===== src/rtl/mv_dac_i2s_tx_pkg.sv =====
// Shared constants, capture-state type and the 13-bit saturation rule for the DAC I2S transmitter.
package mv_dac_i2s_tx_pkg;

  localparam int unsigned FrameLen = 256;
  localparam int unsigned BclkDiv  = 4;
  localparam int unsigned SampleW  = 16;
  localparam int unsigned SlotW    = 32;
  localparam int unsigned StepW    = $clog2(FrameLen);
  localparam int unsigned PhaseW   = $clog2(BclkDiv);

  localparam logic [SampleW-1:0] SatPos   = 16'h0FFF;
  localparam logic [SampleW-1:0] SatNeg   = 16'hF000;
  localparam int unsigned        SatShift = 3;

  typedef enum logic [1:0] {CapR, CapL, CapDone} cap_e;

  // Clamp to 13-bit range, then align to the top of the 16-bit I2S word.
  function automatic logic [SampleW-1:0] saturate(input logic [SampleW-1:0] d);
    logic [SampleW-1:0] v;
    if (d[15:12] == 4'h0 || d[15:12] == 4'hF) begin
      v = d;
    end else begin
      v = d[15] ? SatNeg : SatPos;
    end
    return v << SatShift;
  endfunction

endpackage


===== src/rtl/mv_dac_i2s_tx_if.sv =====
// DSP-side DAC output bus: frame marker, load strobe and output word.
interface mv_dac_i2s_tx_if;
  import mv_dac_i2s_tx_pkg::*;

  logic               frame_sync;
  logic               ld_dac;
  logic [SampleW-1:0] dac_d;

  modport master (output frame_sync, ld_dac, dac_d);
  modport slave  (input  frame_sync, ld_dac, dac_d);

endinterface


===== src/rtl/mv_dac_i2s_tx_shift.sv =====
// One 32-bit I2S slot shifter; bit_o is the bit that will be on the line after this clock edge.
module mv_dac_i2s_tx_shift
  import mv_dac_i2s_tx_pkg::*;
(
  input  logic               clk_i,
  input  logic               reset_i,
  input  logic               load_i,
  input  logic               shift_en_i,
  input  logic [SampleW-1:0] word_i,
  output logic               bit_o
);

  logic [SlotW-1:0] shreg_q, shreg_d;

  // Leading zero gives the standard one-slot I2S delay before the MSB.
  always_comb begin
    shreg_d = shreg_q;
    if (load_i) begin
      shreg_d = {1'b0, word_i, {(SlotW-SampleW-1){1'b0}}};
    end else if (shift_en_i) begin
      shreg_d = {shreg_q[SlotW-2:0], 1'b0};
    end
  end

  assign bit_o = shreg_d[SlotW-1];

  always_ff @(posedge clk_i) begin
    if (reset_i) begin
      shreg_q <= '0;
    end else begin
      shreg_q <= shreg_d;
    end
  end

endmodule


===== src/rtl/mv_dac_i2s_tx.sv =====
// Captures the DSP's right/left DAC words each frame, saturates them and serialises them as I2S.
module mv_dac_i2s_tx
  import mv_dac_i2s_tx_pkg::*;
(
  input  logic           clk_i,
  input  logic           reset_i,
  mv_dac_i2s_tx_if.slave dac_if,
  output logic           i2s_bclk_o,
  output logic           i2s_lrck_o,
  output logic           i2s_sdata_o,
  output logic           ovr_err_o,
  output logic           sync_err_o
);

  localparam logic [StepW-1:0] LastStep = StepW'(FrameLen - 1);

  logic [StepW-1:0]   step_q, step_d;
  cap_e               cap_q, cap_d, cap_cur;
  logic [SampleW-1:0] hold_l_q, hold_l_d, hold_r_q, hold_r_d, sat_word;
  logic               bclk_q, bclk_d, lrck_q, lrck_d, sdata_q, sdata_d;
  logic               ovr_q, ovr_d, sync_q, sync_d;
  logic               wrap, phase0, right_half, shift_l_en, shift_r_en, bit_l, bit_r;

  // Outputs are computed from step_d so the registered values line up with step_q.
  always_comb begin
    step_d     = dac_if.frame_sync ? '0 : step_q + StepW'(1);
    wrap       = (step_d == '0);
    phase0     = (step_d[PhaseW-1:0] == '0);
    right_half = step_d[StepW-1];
    shift_l_en = phase0 && !right_half;
    shift_r_en = phase0 && right_half && (step_d[StepW-2:PhaseW] != '0);
    sat_word   = saturate(dac_if.dac_d);
  end

  always_comb begin
    cap_cur  = dac_if.frame_sync ? CapR : cap_q;
    cap_d    = cap_cur;
    hold_l_d = hold_l_q;
    hold_r_d = hold_r_q;
    ovr_d    = ovr_q;
    if (dac_if.ld_dac) begin
      unique case (cap_cur)
        CapR: begin
          hold_r_d = sat_word;
          cap_d    = CapL;
        end
        CapL: begin
          hold_l_d = sat_word;
          cap_d    = CapDone;
        end
        default: ovr_d = 1'b1;
      endcase
    end
    sync_d  = sync_q | (dac_if.frame_sync && (step_q != LastStep));
    bclk_d  = step_d[PhaseW-1];
    lrck_d  = phase0 ? right_half : lrck_q;
    sdata_d = phase0 ? (right_half ? bit_r : bit_l) : sdata_q;
  end

  mv_dac_i2s_tx_shift u_shift_l (
    .clk_i      (clk_i),
    .reset_i    (reset_i),
    .load_i     (wrap),
    .shift_en_i (shift_l_en),
    .word_i     (hold_l_q),
    .bit_o      (bit_l)
  );

  mv_dac_i2s_tx_shift u_shift_r (
    .clk_i      (clk_i),
    .reset_i    (reset_i),
    .load_i     (wrap),
    .shift_en_i (shift_r_en),
    .word_i     (hold_r_q),
    .bit_o      (bit_r)
  );

  always_ff @(posedge clk_i) begin
    if (reset_i) begin
      step_q   <= '0;
      cap_q    <= CapR;
      hold_l_q <= '0;
      hold_r_q <= '0;
      bclk_q   <= 1'b0;
      lrck_q   <= 1'b0;
      sdata_q  <= 1'b0;
      ovr_q    <= 1'b0;
      sync_q   <= 1'b0;
    end else begin
      step_q   <= step_d;
      cap_q    <= cap_d;
      hold_l_q <= hold_l_d;
      hold_r_q <= hold_r_d;
      bclk_q   <= bclk_d;
      lrck_q   <= lrck_d;
      sdata_q  <= sdata_d;
      ovr_q    <= ovr_d;
      sync_q   <= sync_d;
    end
  end

  assign i2s_bclk_o  = bclk_q;
  assign i2s_lrck_o  = lrck_q;
  assign i2s_sdata_o = sdata_q;
  assign ovr_err_o   = ovr_q;
  assign sync_err_o  = sync_q;

endmodule

===== src/flat_wrapper.sv =====
// flat-port wrapper written by rule: the top's interface ports become plain ports
module mv_dac_i2s_tx_flat import mv_dac_i2s_tx_pkg::*;
  (clk_i, reset_i, i2s_bclk_o, i2s_lrck_o, i2s_sdata_o, ovr_err_o, sync_err_o, dac_if_frame_sync, dac_if_ld_dac, dac_if_dac_d);
  mv_dac_i2s_tx_if dac_if_i ();
  input  logic clk_i;
  input  logic reset_i;
  output logic i2s_bclk_o;
  output logic i2s_lrck_o;
  output logic i2s_sdata_o;
  output logic ovr_err_o;
  output logic sync_err_o;
  input wire logic [$bits(dac_if_i.frame_sync)-1:0] dac_if_frame_sync;
  input wire logic [$bits(dac_if_i.ld_dac)-1:0] dac_if_ld_dac;
  input wire logic [$bits(dac_if_i.dac_d)-1:0] dac_if_dac_d;
  assign dac_if_i.frame_sync = dac_if_frame_sync;
  assign dac_if_i.ld_dac = dac_if_ld_dac;
  assign dac_if_i.dac_d = dac_if_dac_d;
  mv_dac_i2s_tx u_core (.clk_i(clk_i), .reset_i(reset_i), .dac_if(dac_if_i), .i2s_bclk_o(i2s_bclk_o), .i2s_lrck_o(i2s_lrck_o), .i2s_sdata_o(i2s_sdata_o), .ovr_err_o(ovr_err_o), .sync_err_o(sync_err_o));
endmodule

===== config.mk =====
export PLATFORM = sky130hd
export DESIGN_NAME = mv_dac_i2s_tx_flat
export DESIGN_NICKNAME = d
export VERILOG_FILES = /design/src/rtl/mv_dac_i2s_tx_pkg.sv /design/src/rtl/mv_dac_i2s_tx_if.sv /design/src/rtl/mv_dac_i2s_tx_shift.sv /design/src/rtl/mv_dac_i2s_tx.sv /design/src/flat_wrapper.sv
export SDC_FILE = /design/constraint.sdc
export NUM_CORES = 1
export LEC_CHECK = 0
export CAP_MARGIN = 10
export CORE_MARGIN = 2
export CORE_UTILIZATION = 30
export CTS_CLUSTER_SIZE = 25
export DETAILED_ROUTE_END_ITERATION = 12
export PLACE_DENSITY_LB_ADDON = 0.15
export SLEW_MARGIN = 25
export SYNTH_ARGS = -nofsm -noshare
export SYNTH_HDL_FRONTEND = slang
export SYNTH_SLANG_ARGS = --single-unit
export TNS_END_PERCENT = 20

===== constraint.sdc =====
create_clock -name clk_i -period 2.55 [get_ports clk_i]
set_clock_uncertainty 0.2 [all_clocks]
set_input_delay 0.3825 -clock clk_i [delete_from_list [all_inputs] [get_ports clk_i]]
set_output_delay 0.3825 -clock clk_i [all_outputs]
set_load 0.02 [all_outputs]

==> results.py <==
metrics = {
    "logic_synthesis": {
        "ys_seq_elements": 71,
        "syn-cell-area_um2": 3130,
        "synth_nets": 377,
        "async_reset_ff_frac": 0,
        "synth.distinct_cells": 55,
        "avgSynthCellArea_um2": 8.85,
        "synth-edff-count": 0,
        "synth_seq_area_share": 0.454,
        "postSynthCellCount": 354,
        "yosysWarnings": 0,
        "synth_flop_cell": "dfxtp_1",
    },
    "sta": {
        "setup_slack_ps": 111,
        "timing.fmax_mhz": 410,
        "hold_violations": 0,
        "worst_slew_pin_slew_ps": 559,
        "finalCriticalPeriod_ps": 2440,
        "slew_viol_final": 0,
        "finalCritPeriodShare": 0.956,
        "grt_setup_unrepaired": "no",
        "finalSetupViolations": 0,
        "slew_headroom": 0.626,
    },
    "drt": {
        "drtPass1Iterations": 4,
        "post-route-drc-count": 0,
        "ant_nets": 0,
        "detail_route.iter0.violations": 136,
        "routed_wl_mm": 7.90,
        "dr_wl_met3_um": 239,
        "vias": 2716,
        "wl_met2_mm": 3.39,
        "highest_layer": "met4",
        "viasPerCell": 5.07,
        "routedWlPerCell_um": 14.7,
        "wl_met1_mm": 4.14,
    },
    "floorplan": {
        "ios": 25,
        "start_util": 0.306,
        "dieArea_um2": 11300,
        "fp.coreArea_um2": 10200,
        "die-width_um": 106,
        "die_h_um": 106,
        "row_count": 37,
    },
    "hold_path": {
        "holdPathStages": 2,
        "hp-class": "reg2reg",
    },
    "cells_and_area": {
        "seqCellArea_um2": 1430,
        "fin_area_um2": 3990,
        "final_nets": 418,
        "num-fill-cells": 1050,
        "multi_input_area_um2": 1590,
        "syn2layout_area_growth_pct": 27.4,
        "n_antenna_cell": 0,
        "final_util": 0.390,
        "fin_cells": 536,
        "drive_gt1_frac": 0.188,
    },
    "clocking": {
        "clk_path_buf_depth": 2,
        "cts_buffers": 9,
        "post_cts_buffers": 0,
        "ctsHtreeMaxLevel": 3,
        "hold_buffers": 0,
        "clk_latency_ps": 350,
        "cts.sinks": 71,
        "clk_pin_slew_ps": 80,
        "cts_root_buffer": "clkbuf_8",
        "cts_tree": "yes",
        "cts_resized": 0,
    },
    "placement": {
        "port_buffers": 24,
        "dpl.hpwl_mm": 5.73,
        "dp_slack_ps": -8.42,
        "dpl.cell_count": 520,
        "gp_congestion": 0.810,
        "dpl_cell_area_um2": 3680,
    },
    "grt": {
        "grt_pass1_wl_mm": 13.1,
        "overflow": 0,
        "grt_max_degree": 28,
        "grt_pass1_vias": 2527,
        "grt.total_usage": 0.148,
        "antenna_found_initial": 0,
    },
    "run_status": {
        "status": "completed",
    },
    "setup_path": {
        "slowest_stage": "or4_4",
        "crit_chain": "ha_2 -> nand2_2 -> o311a_4 -> or4_4 -> or3_1 -> o2111a_1",
        "crit_end": "u_core.u_shift_r.shreg_q[24]$_SDFFE_PP0P_",
        "cp_top_family": "simple AND/OR/NAND/NOR gates",
        "cp_slowest_stage_delay_ps": 550,
        "critPathKind": "reg2reg",
        "cp_max_fo": 7,
        "worstReg2RegStart": "u_core.step_q[1]$_SDFF_PP0_",
        "cp_num_buf_inv": 0,
        "cp.arrival_ps": 2480,
        "r2r_end": "u_core.u_shift_r.shreg_q[24]$_SDFFE_PP0P_",
        "worstSetupEndpointType": "flop",
        "cp_num_cells": 6,
        "reg2reg_slack_ps": 110,
        "r2r_cells": 6,
        "cp.required_ps": 2590,
        "cp-startpoint": "u_core.step_q[1]$_SDFF_PP0_",
        "critPathLaunchType": "flop",
    },
    "pwr": {
        "pwr_density_cell_nw_per_um2": 670,
        "vdd_drop_max_v": 0.000248,
        "p_leak_nw": 1.42,
    },
    "job": {
        "cap_violations": 0,
    },
}
## placed cells by master (no fill, tap or decap), drive strengths merged, types with 2 or more instances in the layout
master,synthesis,layout
a311oi,14,14
o21a,2,2
nand4,3,3
dfxtp,71,71
or3,7,7
inv,7,7
o21ai,21,21
clkbuf,14,11
mux2i,3,3
o2111a,5,5
and3,3,3
a21oi,18,18
nor2,41,41
clkdlybuf4s50,0,24
ha,3,3
nor4,3,3
nand2,46,46
xnor2,3,3
or4,2,2
bufinv,0,4
nor2b,2,2
buf,11,31
a211oi,16,16
a31oi,3,3
o31a,4,4
o211ai,2,2
xor2,2,2
o221a,6,6
nor3,7,7
nand3,18,18
## cell usage after synthesis (all sizes together), types with 2 or more instances
cell     n  share of area
dfxtp   71           0.45
nand2   46          0.055
nor2    41          0.049
o21ai   21          0.034
a21oi   18          0.029
nand3   18          0.029
a211oi  16          0.040
a311oi  14          0.039
clkbuf  14          0.017
buf     11          0.022
inv      7         0.0084
nor3     7          0.013
or3      7          0.016
o221a    6          0.022
o2111a   5          0.018
o31a     4          0.011
a31oi    3         0.0080
and3     3         0.0060
ha       3          0.012
mux2i    3         0.0096
nand4    3         0.0060
nor4     3          0.013
xnor2    3         0.0084
nor2b    2         0.0040
o211ai   2         0.0048
o21a     2         0.0048
or4      2         0.0060
xor2     2         0.0056
## per-stage QoR
step	setup TNS [ps]	hold slack (ps)	power (mW)
4_1_cts	0	268	2.71
3_3_place_gp	0	247	1.47
6_report	0	259	2.68
2_1_floorplan	0	226	1.36
5_1_grt	0	287	2.79
3_5_place_dp	-21.8	249	1.47
## routing by layer
| layer | vias to the layer above | GRT usage |
|---|---|---|
| li1 | 1388 | - |
| met2 | 37 | 0.212 |
| met4 | 0 | 0.0564 |
| met1 | 1282 | 0.214 |
| met3 | 9 | 0.0331 |
| met5 | - | 0 |
## worst register-to-register path, cell delays in order (launching register included)
cell	delay, ps
dfxtp_2	370
ha_2	220
nand2_2	120
o311a_4	360
or4_4	550
or3_1	370
o2111a_1	130
## layout make-up
class                      count  area share
tap                          136      0.0426
inverter                       7     0.00658
clock buffer                  11      0.0379
sequential                    71       0.357
timing repair buffer          55       0.125
multi-input combinational    251       0.399
clock inverter                 5      0.0320
## worst min path at each step
| stage | from | endpoint | slack, ps |
|---|---|---|---|
| after floorplan | u_core.hold_r_q[12]$_SDFFE_PP0P_ | u_core.hold_r_q[12]$_SDFFE_PP0P_ | 230 |
| after global placement | u_core.hold_r_q[6]$_SDFFE_PP0P_ | u_core.hold_r_q[6]$_SDFFE_PP0P_ | 250 |
| after detailed placement | u_core.hold_r_q[7]$_SDFFE_PP0P_ | u_core.hold_r_q[7]$_SDFFE_PP0P_ | 250 |
| after CTS | u_core.hold_r_q[5]$_SDFFE_PP0P_ | u_core.hold_r_q[5]$_SDFFE_PP0P_ | 270 |
| after global routing | u_core.u_shift_l.shreg_q[17]$_SDFFE_PP0P_ | u_core.u_shift_l.shreg_q[17]$_SDFFE_PP0P_ | 290 |
| final | u_core.hold_r_q[5]$_SDFFE_PP0P_ | u_core.hold_r_q[5]$_SDFFE_PP0P_ | 260 |
## registers in the layout, indices dropped and copies added, names as in the netlist
name                      cells
u_core.u_shift_l.shreg_q     15
u_core.hold_r_q              13
u_core.u_shift_r.shreg_q     16
u_core.i2s_lrck_o             1
u_core.cap_q                  2
u_core.i2s_sdata_o            1
u_core.hold_l_q              13
u_core.ovr_err_o              1
u_core.step_q                 8
u_core.sync_err_o             1
## kinds of logic after synthesis
kind of cell    Yosys count  synth area share
xor+xnor                  5            0.0140
fa+ha+maj                 3            0.0120
simple gates            138             0.210
mux                       4            0.0132
flops                    71             0.454
compound gates          101             0.250
buf+inv                  32            0.0471
## where the power goes
group | switching (mW) | total [mW] | internal [mW]
clock network | 0.429 | 1.23 | 0.802
logic | 0.131 | 0.246 | 0.115
registers | 0.0319 | 1.20 | 1.17
total | 0.592 | 2.68 | 2.08
No activity file was read; power rests on OpenSTA's default activity.
